### config.mk
export PLATFORM = sky130hd
export DESIGN_NAME = sdram_dma
export DESIGN_NICKNAME = d
export VERILOG_FILES = /design/src/rtl/sdram_dma_pkg.sv /design/src/rtl/sdram_dma_buf.sv /design/src/rtl/sdram_dma.sv
export SDC_FILE = /design/constraint.sdc
export NUM_CORES = 1
export LEC_CHECK = 0
export BUFFER_PORTS_ARGS = -buffer_cell sky130_fd_sc_hd__buf_2
export CAP_MARGIN = 20
export CORE_ASPECT_RATIO = 2
export CORE_MARGIN = 4
export CORE_UTILIZATION = 64
export CTS_CLUSTER_DIAMETER = 80
export DETAILED_ROUTE_END_ITERATION = 8
export GPL_TIMING_DRIVEN = 0
export PLACE_DENSITY = 0.86
export SLEW_MARGIN = 20
export SYNTH_ARGS = -nofsm -noshare
export SYNTH_HDL_FRONTEND = slang
export SYNTH_SLANG_ARGS = --single-unit
### constraint.sdc
create_clock -name clk -period 6.7 [get_ports clk]
set_clock_uncertainty 0.05 [all_clocks]
set_input_delay 1.34 -clock clk [delete_from_list [all_inputs] [get_ports clk]]
set_output_delay 1.34 -clock clk [all_outputs]
set_load 0.03 [all_outputs]
### src/rtl/sdram_dma_pkg.sv
// Shared register map, control/status bit positions and FSM state codes for the
// sdram_dma block copy/fill engine.
package sdram_dma_pkg;

   localparam logic [2:0] REG_SRC  = 3'd0;
   localparam logic [2:0] REG_DST  = 3'd1;
   localparam logic [2:0] REG_LEN  = 3'd2;
   localparam logic [2:0] REG_CTRL = 3'd3;
   localparam logic [2:0] REG_FILL = 3'd4;

   localparam int CTRL_START  = 0;
   localparam int CTRL_FILL   = 1;
   localparam int CTRL_IRQ_EN = 2;
   localparam int CTRL_ABORT  = 3;

   localparam int STAT_BUSY    = 0;
   localparam int STAT_DONE    = 1;
   localparam int STAT_ABORTED = 2;
   localparam int STAT_FILL    = 4;
   localparam int STAT_IRQ_EN  = 5;

   typedef enum logic [2:0] {
      ST_IDLE,
      ST_RD_REQ,
      ST_RD_GAP,
      ST_WR_REQ,
      ST_WR_GAP,
      ST_FIN
   } dma_state_t;

endpackage

### src/rtl/sdram_dma_buf.sv
// Chunk staging buffer for sdram_dma: one synchronous write port, one
// asynchronous read port, data is not reset.
module dma_buf #(
   parameter int DEPTH = 8,
   parameter int AW    = 3
) (
   input  logic          clk,
   input  logic          we,
   input  logic [AW-1:0] waddr,
   input  logic [15:0]   wdata,
   input  logic [AW-1:0] raddr,
   output logic [15:0]   rdata
);

   logic [15:0] mem [DEPTH];

   always_ff @(posedge clk) begin
      if (we)
         mem[waddr] <= wdata;
   end

   assign rdata = mem[raddr];

endmodule

### src/rtl/sdram_dma.sv
// Register-programmed block copy/fill engine, sole master on memhub bus B.
// Moves data in chunks of up to BUF_DEPTH halfwords through dma_buf.
module sdram_dma
   import sdram_dma_pkg::*;
#(
   parameter int BUF_DEPTH = 8,
   parameter int LEN_BITS  = 24,
   parameter int ADDR_BITS = 26
) (
   input  logic                 clk,
   input  logic                 reset,
   input  logic                 cfg_wr,
   input  logic [2:0]           cfg_addr,
   input  logic [31:0]          cfg_wdata,
   output logic [31:0]          cfg_rdata,
   output logic                 irq,
   output logic                 m_cs,
   output logic                 m_rd,
   output logic                 m_wr,
   output logic [1:0]           m_mask,
   input  logic                 m_nwait,
   output logic [ADDR_BITS-1:0] m_addr,
   output logic [15:0]          m_wdata,
   input  logic [15:0]          m_rdata
);

   localparam int AW    = $clog2(BUF_DEPTH);
   localparam int IDX_W = AW + 1;

   dma_state_t state, state_d;

   logic [ADDR_BITS-1:0] src, src_d, dst, dst_d;
   logic [LEN_BITS-1:0]  len_cnt, len_d;
   logic [15:0]          fill_pat, fill_d;
   logic [IDX_W-1:0]     idx, idx_d, chunk, chunk_d;
   logic                 done, done_d, aborted, aborted_d;
   logic                 abort_pend, abort_pend_d;
   logic                 fill_mode, fill_mode_d, irq_en, irq_en_d;
   logic                 busy, ctrl_wr, start_req, abort_now, buf_we;
   logic [15:0]          buf_rdata;
   logic [IDX_W-1:0]     len_chunk;
   logic                 unused_cfg;

   dma_buf #(.DEPTH(BUF_DEPTH), .AW(AW)) u_buf (
      .clk   (clk),
      .we    (buf_we),
      .waddr (idx[AW-1:0]),
      .wdata (m_rdata),
      .raddr (idx_d[AW-1:0]),
      .rdata (buf_rdata)
   );

   assign busy       = (state != ST_IDLE);
   assign ctrl_wr    = cfg_wr && (cfg_addr == REG_CTRL);
   assign start_req  = ctrl_wr && cfg_wdata[CTRL_START] && !cfg_wdata[CTRL_ABORT];
   assign abort_now  = abort_pend || (ctrl_wr && cfg_wdata[CTRL_ABORT]);
   assign len_chunk  = (len_cnt >= LEN_BITS'(BUF_DEPTH)) ? IDX_W'(BUF_DEPTH) : IDX_W'(len_cnt);
   assign irq        = done && irq_en;
   assign m_mask     = 2'b00;
   assign unused_cfg = ^cfg_wdata;

   // Register read mux; the progress counters are visible live while busy.
   always_comb begin
      cfg_rdata = '0;
      case (cfg_addr)
         REG_SRC:  cfg_rdata = 32'(src);
         REG_DST:  cfg_rdata = 32'(dst);
         REG_LEN:  cfg_rdata = 32'(len_cnt);
         REG_CTRL: begin
            cfg_rdata[STAT_BUSY]    = busy;
            cfg_rdata[STAT_DONE]    = done;
            cfg_rdata[STAT_ABORTED] = aborted;
            cfg_rdata[STAT_FILL]    = fill_mode;
            cfg_rdata[STAT_IRQ_EN]  = irq_en;
         end
         REG_FILL: cfg_rdata = {16'h0000, fill_pat};
         default:  cfg_rdata = '0;
      endcase
   end

   // Next-state and datapath: config writes first, then the FSM may override counters.
   always_comb begin
      state_d      = state;
      src_d        = src;
      dst_d        = dst;
      len_d        = len_cnt;
      fill_d       = fill_pat;
      idx_d        = idx;
      chunk_d      = chunk;
      done_d       = done;
      aborted_d    = aborted;
      abort_pend_d = abort_pend;
      fill_mode_d  = fill_mode;
      irq_en_d     = irq_en;
      buf_we       = 1'b0;

      if (cfg_wr && !busy) begin
         case (cfg_addr)
            REG_SRC:  src_d  = {cfg_wdata[ADDR_BITS-1:1], 1'b0};
            REG_DST:  dst_d  = {cfg_wdata[ADDR_BITS-1:1], 1'b0};
            REG_LEN:  len_d  = cfg_wdata[LEN_BITS-1:0];
            REG_FILL: fill_d = cfg_wdata[15:0];
            default:  ;
         endcase
      end
      if (ctrl_wr) begin
         irq_en_d = cfg_wdata[CTRL_IRQ_EN];
         if (!busy)
            fill_mode_d = cfg_wdata[CTRL_FILL];
         else if (cfg_wdata[CTRL_ABORT])
            abort_pend_d = 1'b1;
      end

      case (state)
         ST_IDLE: begin
            abort_pend_d = 1'b0;
            if (start_req) begin
               done_d    = 1'b0;
               aborted_d = 1'b0;
               if (len_cnt == '0) begin
                  state_d = ST_FIN;
               end else begin
                  chunk_d = len_chunk;
                  idx_d   = '0;
                  state_d = fill_mode_d ? ST_WR_REQ : ST_RD_REQ;
               end
            end
         end
         ST_RD_REQ: begin
            if (m_nwait) begin
               buf_we  = 1'b1;
               src_d   = src + ADDR_BITS'(2);
               idx_d   = idx + IDX_W'(1);
               state_d = ST_RD_GAP;
            end
         end
         ST_RD_GAP: begin
            if (abort_now) begin
               aborted_d    = 1'b1;
               abort_pend_d = 1'b0;
               state_d      = ST_IDLE;
            end else if (idx == chunk) begin
               idx_d   = '0;
               state_d = ST_WR_REQ;
            end else begin
               state_d = ST_RD_REQ;
            end
         end
         ST_WR_REQ: begin
            if (m_nwait) begin
               dst_d   = dst + ADDR_BITS'(2);
               idx_d   = idx + IDX_W'(1);
               len_d   = len_cnt - LEN_BITS'(1);
               state_d = ST_WR_GAP;
            end
         end
         ST_WR_GAP: begin
            if (len_cnt == '0) begin
               state_d = ST_FIN;
            end else if (abort_now) begin
               aborted_d    = 1'b1;
               abort_pend_d = 1'b0;
               state_d      = ST_IDLE;
            end else if (idx == chunk) begin
               chunk_d = len_chunk;
               idx_d   = '0;
               state_d = fill_mode ? ST_WR_REQ : ST_RD_REQ;
            end else begin
               state_d = ST_WR_REQ;
            end
         end
         ST_FIN: begin
            done_d       = 1'b1;
            abort_pend_d = 1'b0;
            state_d      = ST_IDLE;
         end
         default: state_d = ST_IDLE;
      endcase
   end

   // Bus outputs are registered from the next state so they hold steady for a whole access.
   always_ff @(posedge clk or negedge reset) begin
      if (!reset) begin
         state      <= ST_IDLE;
         src        <= '0;
         dst        <= '0;
         len_cnt    <= '0;
         fill_pat   <= '0;
         idx        <= '0;
         chunk      <= '0;
         done       <= 1'b0;
         aborted    <= 1'b0;
         abort_pend <= 1'b0;
         fill_mode  <= 1'b0;
         irq_en     <= 1'b0;
         m_cs       <= 1'b0;
         m_rd       <= 1'b0;
         m_wr       <= 1'b0;
         m_addr     <= '0;
         m_wdata    <= '0;
      end else begin
         state      <= state_d;
         src        <= src_d;
         dst        <= dst_d;
         len_cnt    <= len_d;
         fill_pat   <= fill_d;
         idx        <= idx_d;
         chunk      <= chunk_d;
         done       <= done_d;
         aborted    <= aborted_d;
         abort_pend <= abort_pend_d;
         fill_mode  <= fill_mode_d;
         irq_en     <= irq_en_d;
         m_cs       <= (state_d == ST_RD_REQ) || (state_d == ST_WR_REQ);
         m_rd       <= (state_d == ST_RD_REQ);
         m_wr       <= (state_d == ST_WR_REQ);
         m_addr     <= (state_d == ST_RD_REQ) ? src_d :
                       (state_d == ST_WR_REQ) ? dst_d : '0;
         m_wdata    <= (state_d == ST_WR_REQ) ? (fill_mode_d ? fill_d : buf_rdata) : '0;
      end
   end

endmodule

==> summary.md, run 1 <==
| Metric | Value |
|---|---|
| Status | `complete, no violations` |
| Primary FF master, synth | `dfrtp_1` |
| Most numerous cell in the Yosys netlist | `nor2_1` |
| Final net count | `roughly 1500` |
| First-pass GRT wire length | `~67 mm` |
| Req. time, crit path | `~5.3 ns` |
| Main combinational cell family by area after synthesis | `compound AO/OA/AOI/OAI gates` |
| Crit-path max FO | `10` |
| Post-synthesis sequential area ratio | `0.561` |
| Clock group share of total power | `0.232` |
| Synth Instances | `roughly 1200` |
| Drt via density | `roughly 6.7` |
| Met1 Use GR | `0.369` |
| Post-CTS setup buffers | `0` |
| Number of global-route vias before repair | `between 10000 and 15000` |
| Synth Area in Simple Gates | `0.146` |
| Crit path capture type | `output port` |
| PnR worst setup slack | `approximately 1.2 ns` |
| Post-synth EDFFs | `around 130` |
| Dpl hpwl | `roughly 33 mm` |
| Power per cell area | `around 400 nW/um^2` |
| Global route overflow | `0` |
| Seq cells post-synth | `about 280` |
| Period utilisation layout | `0.816` |
| Relative slew slack | `0.272` |
| Comb pwr share | `0.360` |
| Total Wirelength | `~45 mm` |
| Synth top cells by count | `nor2_1 (156), dfrtp_1 (153), edfxtp_1 (128)` |
| P_int | `between 3 and 4 mW` |
| Grt met3 use | `0.0524` |
| Core ar. | `about 21000 um^2` |
| Global route hottest layer | `met2` |
| DRT Pass-1 Iters | `7` |
| Synth area leader | `edfxtp_1` |
| Met2 usage | `0.661` |
| CTS buffer count | `24` |
| Maximum root-to-sink buffer count | `3` |
| DRC errors left | `0` |
| Sink Count | `281` |
| TritonCTS clock tree | `yes` |
| I/O Pins | `~140` |
| Layout area overhead | `14.6%` |
| Fin crit period | `5.47 ns` |
| Peak VDD IR | `~0.00029 V` |
| DP Worst Slack | `~1.5 ns` |
| Fin Setup TNS | `0 ns` |
| Leak | `about 6.3 nW` |
| Initial Util | `0.651` |
| Number of port buffers | `120` |
| Final hold vios | `0` |
| Site row count | `75` |
| GRT Total Usage | `0.369` |
| Sw power | `~2.6 mW` |
| Layout Cells excl Fill | `about 1700` |
| Flop pwr share | `0.408` |
| Synthesized area | `13700 um^2` |
| Max-Cap Viols | `0` |
| Max-slew violation count | `0` |
| Gpl congestion | `1.06` |
| Synth Area per Inst | `~11 um^2` |
| Synth Area in Adders | `0.00457` |
| Root Driver | `clkbuf_16` |
| Initial antenna violation count | `0` |
| Startpoint Class | `primary input` |
| Skew-Pair Late Insertion Delay | `approximately 0.55 ns` |
| Worst hold path class | `reg -> reg` |
| Layout cell share with drive strength beyond 1 | `0.179` |
| Detailed-route via count | `between 10000 and 15000` |
| H-tree depth | `1` |
| Post-synth top area share | `0.281` |
| Diode count | `0` |
| Arrival time worst endpoint | `4.08 ns` |
| Reg clk slew, reported paths | `0.07 ns` |
| Post-Synth XOR/XNOR Area | `0.00320` |
| FFs w/ async S/R, synth | `0.544` |
| Final setup fails | `0` |
| Die Height | `215 um` |
| Largest net degree at the start of global routing | `approximately 100` |
| Fmax | `about 180 MHz` |
| Placed cells | `around 1700` |
| Mux cell area share after synthesis | `0.103` |
| Hold Buf Count CTS | `0` |
| Largest cells by area after synthesis | `edfxtp_1 (28%), dfrtp_1 (28%), mux2i_1 (8.7%)` |
| RSZ-0062 raised after global routing | `no` |
| CP Class | `in -> out` |
| Sw frac | `0.407` |
| Compound-cell area share of the yosys netlist | `0.146` |
| Final ANT Viol Nets | `0` |
| Ys Warns | `0` |
| DIE WIDTH | `approximately 110 um` |
| Synth unique cells | `between 60 and 70` |
| Initial DRC count | `989` |
| Wire length per cell | `roughly 26 um` |
| Worst slew pin tran | `around 1.1 ns` |
| Full die area | `roughly 24000 um^2` |
| Resize count post-CTS | `0` |
## cell families (layout without fill, tap and decap cells)
logic type               Yosys count  after routing
adder cells (fa/ha/maj)            5              5
AO/OA/AOI/OAI                    279            279
flip-flops                       281            281
buffers and inverters            110            291
other                              1              8
AND/OR/NAND/NOR                  421            421
multiplexers                     138            138
XOR/XNOR                           5              5
## layout make-up
class | instances | area, um^2
flip-flops and latches | 281 | 7670
multi-input cells | 856 | 5600
fillers | 1538 | 5340
repair buffers | 137 | 757
clock buffers | 30 | 654
plain buffers | 90 | 420
well taps | 269 | 337
clock inverters | 14 | 168
inverters | 20 | 75.1
## stage by stage
step	util	instance area (um^2)	hold WS [ns]	power, mW
floorplan	-	13700	0.404	3.99
global placement	0.697	14600	0.443	4.74
finish	0.746	15700	0.461	6.35
global route	0.746	15700	0.479	6.60
CTS	0.746	15700	0.464	6.29
detailed placement	0.707	14900	0.444	4.82
## flip-flops by register name, summed over array words and instances, names as in the netlist, 3 cells and up
| name | flops |
|---|---|
| m_addr | 26 |
| m_wdata | 16 |
| src | 26 |
| state | 3 |
| chunk | 4 |
| fill_pat | 16 |
| len_cnt | 24 |
| dst | 26 |
| u_buf.mem | 128 |
| idx | 4 |
## power by group through the flow
stage	registers [mW]	clock network, mW	logic, mW
final	2.59	1.48	2.28
after floorplan	2.60	0	1.39
after global routing	2.62	1.55	2.43
after detailed placement	2.60	0	2.22
after CTS	2.57	1.48	2.24
after global placement	2.58	0	2.16
## worst max-delay path: stages
cell and delay, ns:
buf_2 0.11, clkbuf_1 0.37, buf_1 0.62, clkbuf_1 0.54, nor2_1 0.11, a21oi_1 0.53
o21ai_0 0.22, buf_2 0.22
## path summary, 6_finish.rpt
kind	slack (ns)	cells past startpoint	from	to
worst min register to register	0.46	2	aborted	aborted
max in group asynchronous	5.02	2	reset	m_wdata[8]
worst max-delay path	1.23	8	cfg_addr[0]	cfg_rdata[10]
min in group asynchronous	0.66	1	reset	len_cnt[19]
worst min-delay path	0.46	2	aborted	aborted
worst max register to register	2.57	7	state[0]	u_buf.mem[6][8]
## layout by cell type, fill, tap and decap left out, drive strengths merged, types with 25 or more instances in the layout
cell      n
a21oi    71
buf     167
clkbuf   90
dfrtp   153
edfxtp  128
inv      25
mux2i   119
nand2   104
nor2    156
nor3     30
o21ai    42
## metal layers
metal / up-vias / wire [um]
li1: 4960 / -
met1: 5445 / 14000
met2: 654 / 23200
met3: 230 / 3080
met4: 0 / 4580
met5: - / 0
Note: power is estimated with default switching activity, not from simulation.
==> run 2, diff against run 1 <==
--- a/config.mk
+++ b/config.mk
@@ -5,15 +5,16 @@
 export SDC_FILE = /design/constraint.sdc
 export NUM_CORES = 1
 export LEC_CHECK = 0
+export ABC_AREA = 1
 export BUFFER_PORTS_ARGS = -buffer_cell sky130_fd_sc_hd__buf_2
 export CAP_MARGIN = 20
 export CORE_ASPECT_RATIO = 2
 export CORE_MARGIN = 4
-export CORE_UTILIZATION = 64
+export CORE_UTILIZATION = 54
 export CTS_CLUSTER_DIAMETER = 80
 export DETAILED_ROUTE_END_ITERATION = 8
 export GPL_TIMING_DRIVEN = 0
-export PLACE_DENSITY = 0.86
+export PLACE_DENSITY = 0.78
 export SLEW_MARGIN = 20
 export SYNTH_ARGS = -nofsm -noshare
 export SYNTH_HDL_FRONTEND = slang
==> constraint.sdc (replaced) <==
create_clock -name clk -period 4.4 [get_ports clk]
set_clock_uncertainty 0.05 [all_clocks]
set_input_delay 0.88 -clock clk [delete_from_list [all_inputs] [get_ports clk]]
set_output_delay 0.88 -clock clk [all_outputs]
set_load 0.03 [all_outputs]
==> summary.md, run 2 <==
| Metric | Value |
|---|---|
| Status | `complete, no violations` |
| Reg clk slew, reported paths | `~0.070 ns` |
| Largest net degree at the start of global routing | `between 70 and 80` |
| Initial Util | `0.551` |
| Met1 wire length | `16.0 mm` |
| Req. time, crit path | `roughly 3.5 ns` |
| Maximum root-to-sink buffer count | `3` |
| Power per cell area | `around 700 nW/um^2` |
| Multi-input gate area | `about 5500 um^2` |
| Layout Cells excl Fill | `about 2200` |
| CP Class | `in -> out` |
| DP Worst Slack | `about 0.57 ns` |
| DRT Pass-1 Iters | `6` |
| Gpl congestion | `between 1 and 1.5` |
| TritonCTS clock tree | `yes` |
| Layout cell share with drive strength beyond 1 | `0.172` |
| Max-slew violation count | `0` |
| Final net count | `1860` |
| Site row count | `83` |
| Synthesized area | `between 10000 and 15000 um^2` |
| Fin Setup TNS | `0 ns` |
| Primary FF master, synth | `dfrtp_1` |
| Placed cells | `roughly 2100` |
| Synth top cells by count | `nand2_1 (301), nand3_1 (243), inv_1 (161)` |
| Reg with most FFs | `u_buf.mem` |
| WL met2 | `27.0 mm` |
| Startpoint Class | `primary input` |
| Number of global-route vias before repair | `~13000` |
| Peak VDD IR | `0.000513 V` |
| Synth Instances | `around 1600` |
| PnR worst setup slack | `roughly 0.48 ns` |
| Period utilisation layout | `0.891` |
| Number of port buffers | `120` |
| Synth Area per Inst | `between 8 and 9 um^2` |
| RSZ-0062 raised after global routing | `no` |
| Final ANT Viol Nets | `0` |
| Most frequent cells in the layout | `nand2_1 (301), nand3_1 (243), inv_1 (161)` |
| Seq cells post-synth | `between 200 and 300` |
| Core ar. | `25900 um^2` |
| Total Wirelength | `between 50 and 60 mm` |
| Skew-Pair Late Insertion Delay | `approximately 0.56 ns` |
| Worst hold path class | `in -> async` |
| Synth unique cells | `50` |
| Synth area leader | `edfxtp_1` |
| Initial antenna violation count | `1` |
| Layout area overhead | `14.8%` |
| Filler cells | `between 2000 and 2500` |
| Total power draw | `around 11 mW` |
| Seq. cell area | `7670 um^2` |
| Sum of buffers and inverters on the critical path | `4` |
| Post-synth EDFFs | `128` |
| Max reg flops | `128` |
| Sink Count | `approximately 280` |
| Leak | `7.27 nW` |
| Most common library cell in the layout ignoring fill and taps | `nand2_1` |
| Slowest CP cell | `nor3_2` |
| Drt via density | `around 6` |
| Global route overflow | `0` |
| First-pass GRT wire length | `a little under 80 mm` |
| CTS buffer count | `25` |
| Critical path's largest stage delay | `between 0.6 and 0.7 ns` |
| Fmax | `between 200 and 300 MHz` |
| Fin crit period | `slightly below 4 ns` |
| Final hold vios | `0` |
| Full die area | `29200 um^2` |
| Detailed-route via count | `around 13000` |
| DIE WIDTH | `~120 um` |
| CP delay by family, top | `buffers and inverters` |
| H-tree depth | `1` |
| Resize count post-CTS | `0` |
| Relative slew slack | `0.289` |
| I/O Pins | `between 100 and 150` |
| Post-synth top area share | `0.270` |
| Post-synthesis sequential area ratio | `0.538` |
| FFs w/ async S/R, synth | `0.544` |
| Die Height | `238 um` |
| Ys Warns | `0` |
| Initial DRC count | `around 1200` |
| Crit-path max FO | `10` |
| Crit-path most repeated cell | `buf_2` |
| WL met3 | `approximately 4.1 mm` |
| Max-Cap Viols | `0` |
| DR top layer | `met4` |
| Post-CTS setup buffers | `0` |
| Root Driver | `clkbuf_16` |
| GRT Total Usage | `0.366` |
| DRC errors left | `0` |
| Largest cells by area after synthesis | `edfxtp_1 (27%), dfrtp_1 (27%), nand3_1 (8.5%)` |
| Hold Buf Count CTS | `0` |
| Final setup fails | `0` |
| Most numerous cell in the Yosys netlist | `nand2_1` |
| Crit path capture type | `output port` |
| Wire length per cell | `around 25 um` |
| Dpl hpwl | `~40 mm` |
| Worst path cell trace | `buf_2 -> nor3_2 -> inv_1 -> clkbuf_1 -> o21ai_0 -> buf_2` |
| Arrival time worst endpoint | `2.99 ns` |
| Worst slew pin tran | `around 1.1 ns` |
-- run 2: metrics by stage --
| stage | hold WS (ns) | util | instance area [um^2] |
|---|---|---|---|
| 6_report | 0.206 | 0.633 | 16400 |
| 5_1_grt | 0.267 | 0.633 | 16400 |
| 4_1_cts | 0.257 | 0.632 | 16400 |
| 3_5_place_dp | 0.459 | 0.599 | 15500 |
| 3_3_place_gp | 0.459 | 0.592 | 15300 |
| 2_1_floorplan | 0.434 | - | 14300 |
-- run 2: path summary, 6_finish.rpt --
| check | start | to | slack, ns | cells past startpoint |
|---|---|---|---|---|
| max in group asynchronous | reset | src[0] | 3.23 | 2 |
| hold reg to reg | chunk[3] | chunk[3] | 0.47 | 1 |
| min in group clk | chunk[3] | chunk[3] | 0.47 | 1 |
| setup reg to reg | state[2] | u_buf.mem[6][8] | 0.92 | 10 |
| setup / recovery | cfg_addr[0] | cfg_rdata[2] | 0.48 | 6 |
| hold / removal | reset | len_cnt[22] | 0.21 | 1 |
-- run 2: kinds of logic (layout without fill, tap and decap cells) --
kind of cell,Yosys count,after routing,share of synthesized area
other,1,9,0.000263
adders and majority gates,5,5,0.00439
AOI/OAI and AO/OA,312,312,0.129
DFF,281,281,0.538
xor gates and xnor gates,7,7,0.00430
and+or+nand+nor,767,767,0.245
buffers and inverters,260,439,0.0784
-- run 2: layer usage --
layer / up-vias / track usage
li1: 5906 / -
met1: 6252 / 0.350
met2: 836 / 0.630
met3: 303 / 0.0664
met4: 0 / 0.357
met5: - / 0
-- run 2: layout make-up --
cell class                      instances  share of cell area
Sequential cell                       281               0.469
Multi-Input combinational cell       1099               0.337
Tap cell                              340              0.0260
Buffer                                 84              0.0278
Clock buffer                           29              0.0392
Inverter                              176              0.0405
Timing Repair Buffer                  133              0.0457
Clock inverter                         17              0.0143
Antenna cell                            1            0.000153
-- run 2: power breakdown --
group          internal (mW)  leakage (nW)  switching (mW)
sequential              3.36          3.07           0.599
combinational           1.38          3.78            3.45
clock                   1.35         0.420            1.02
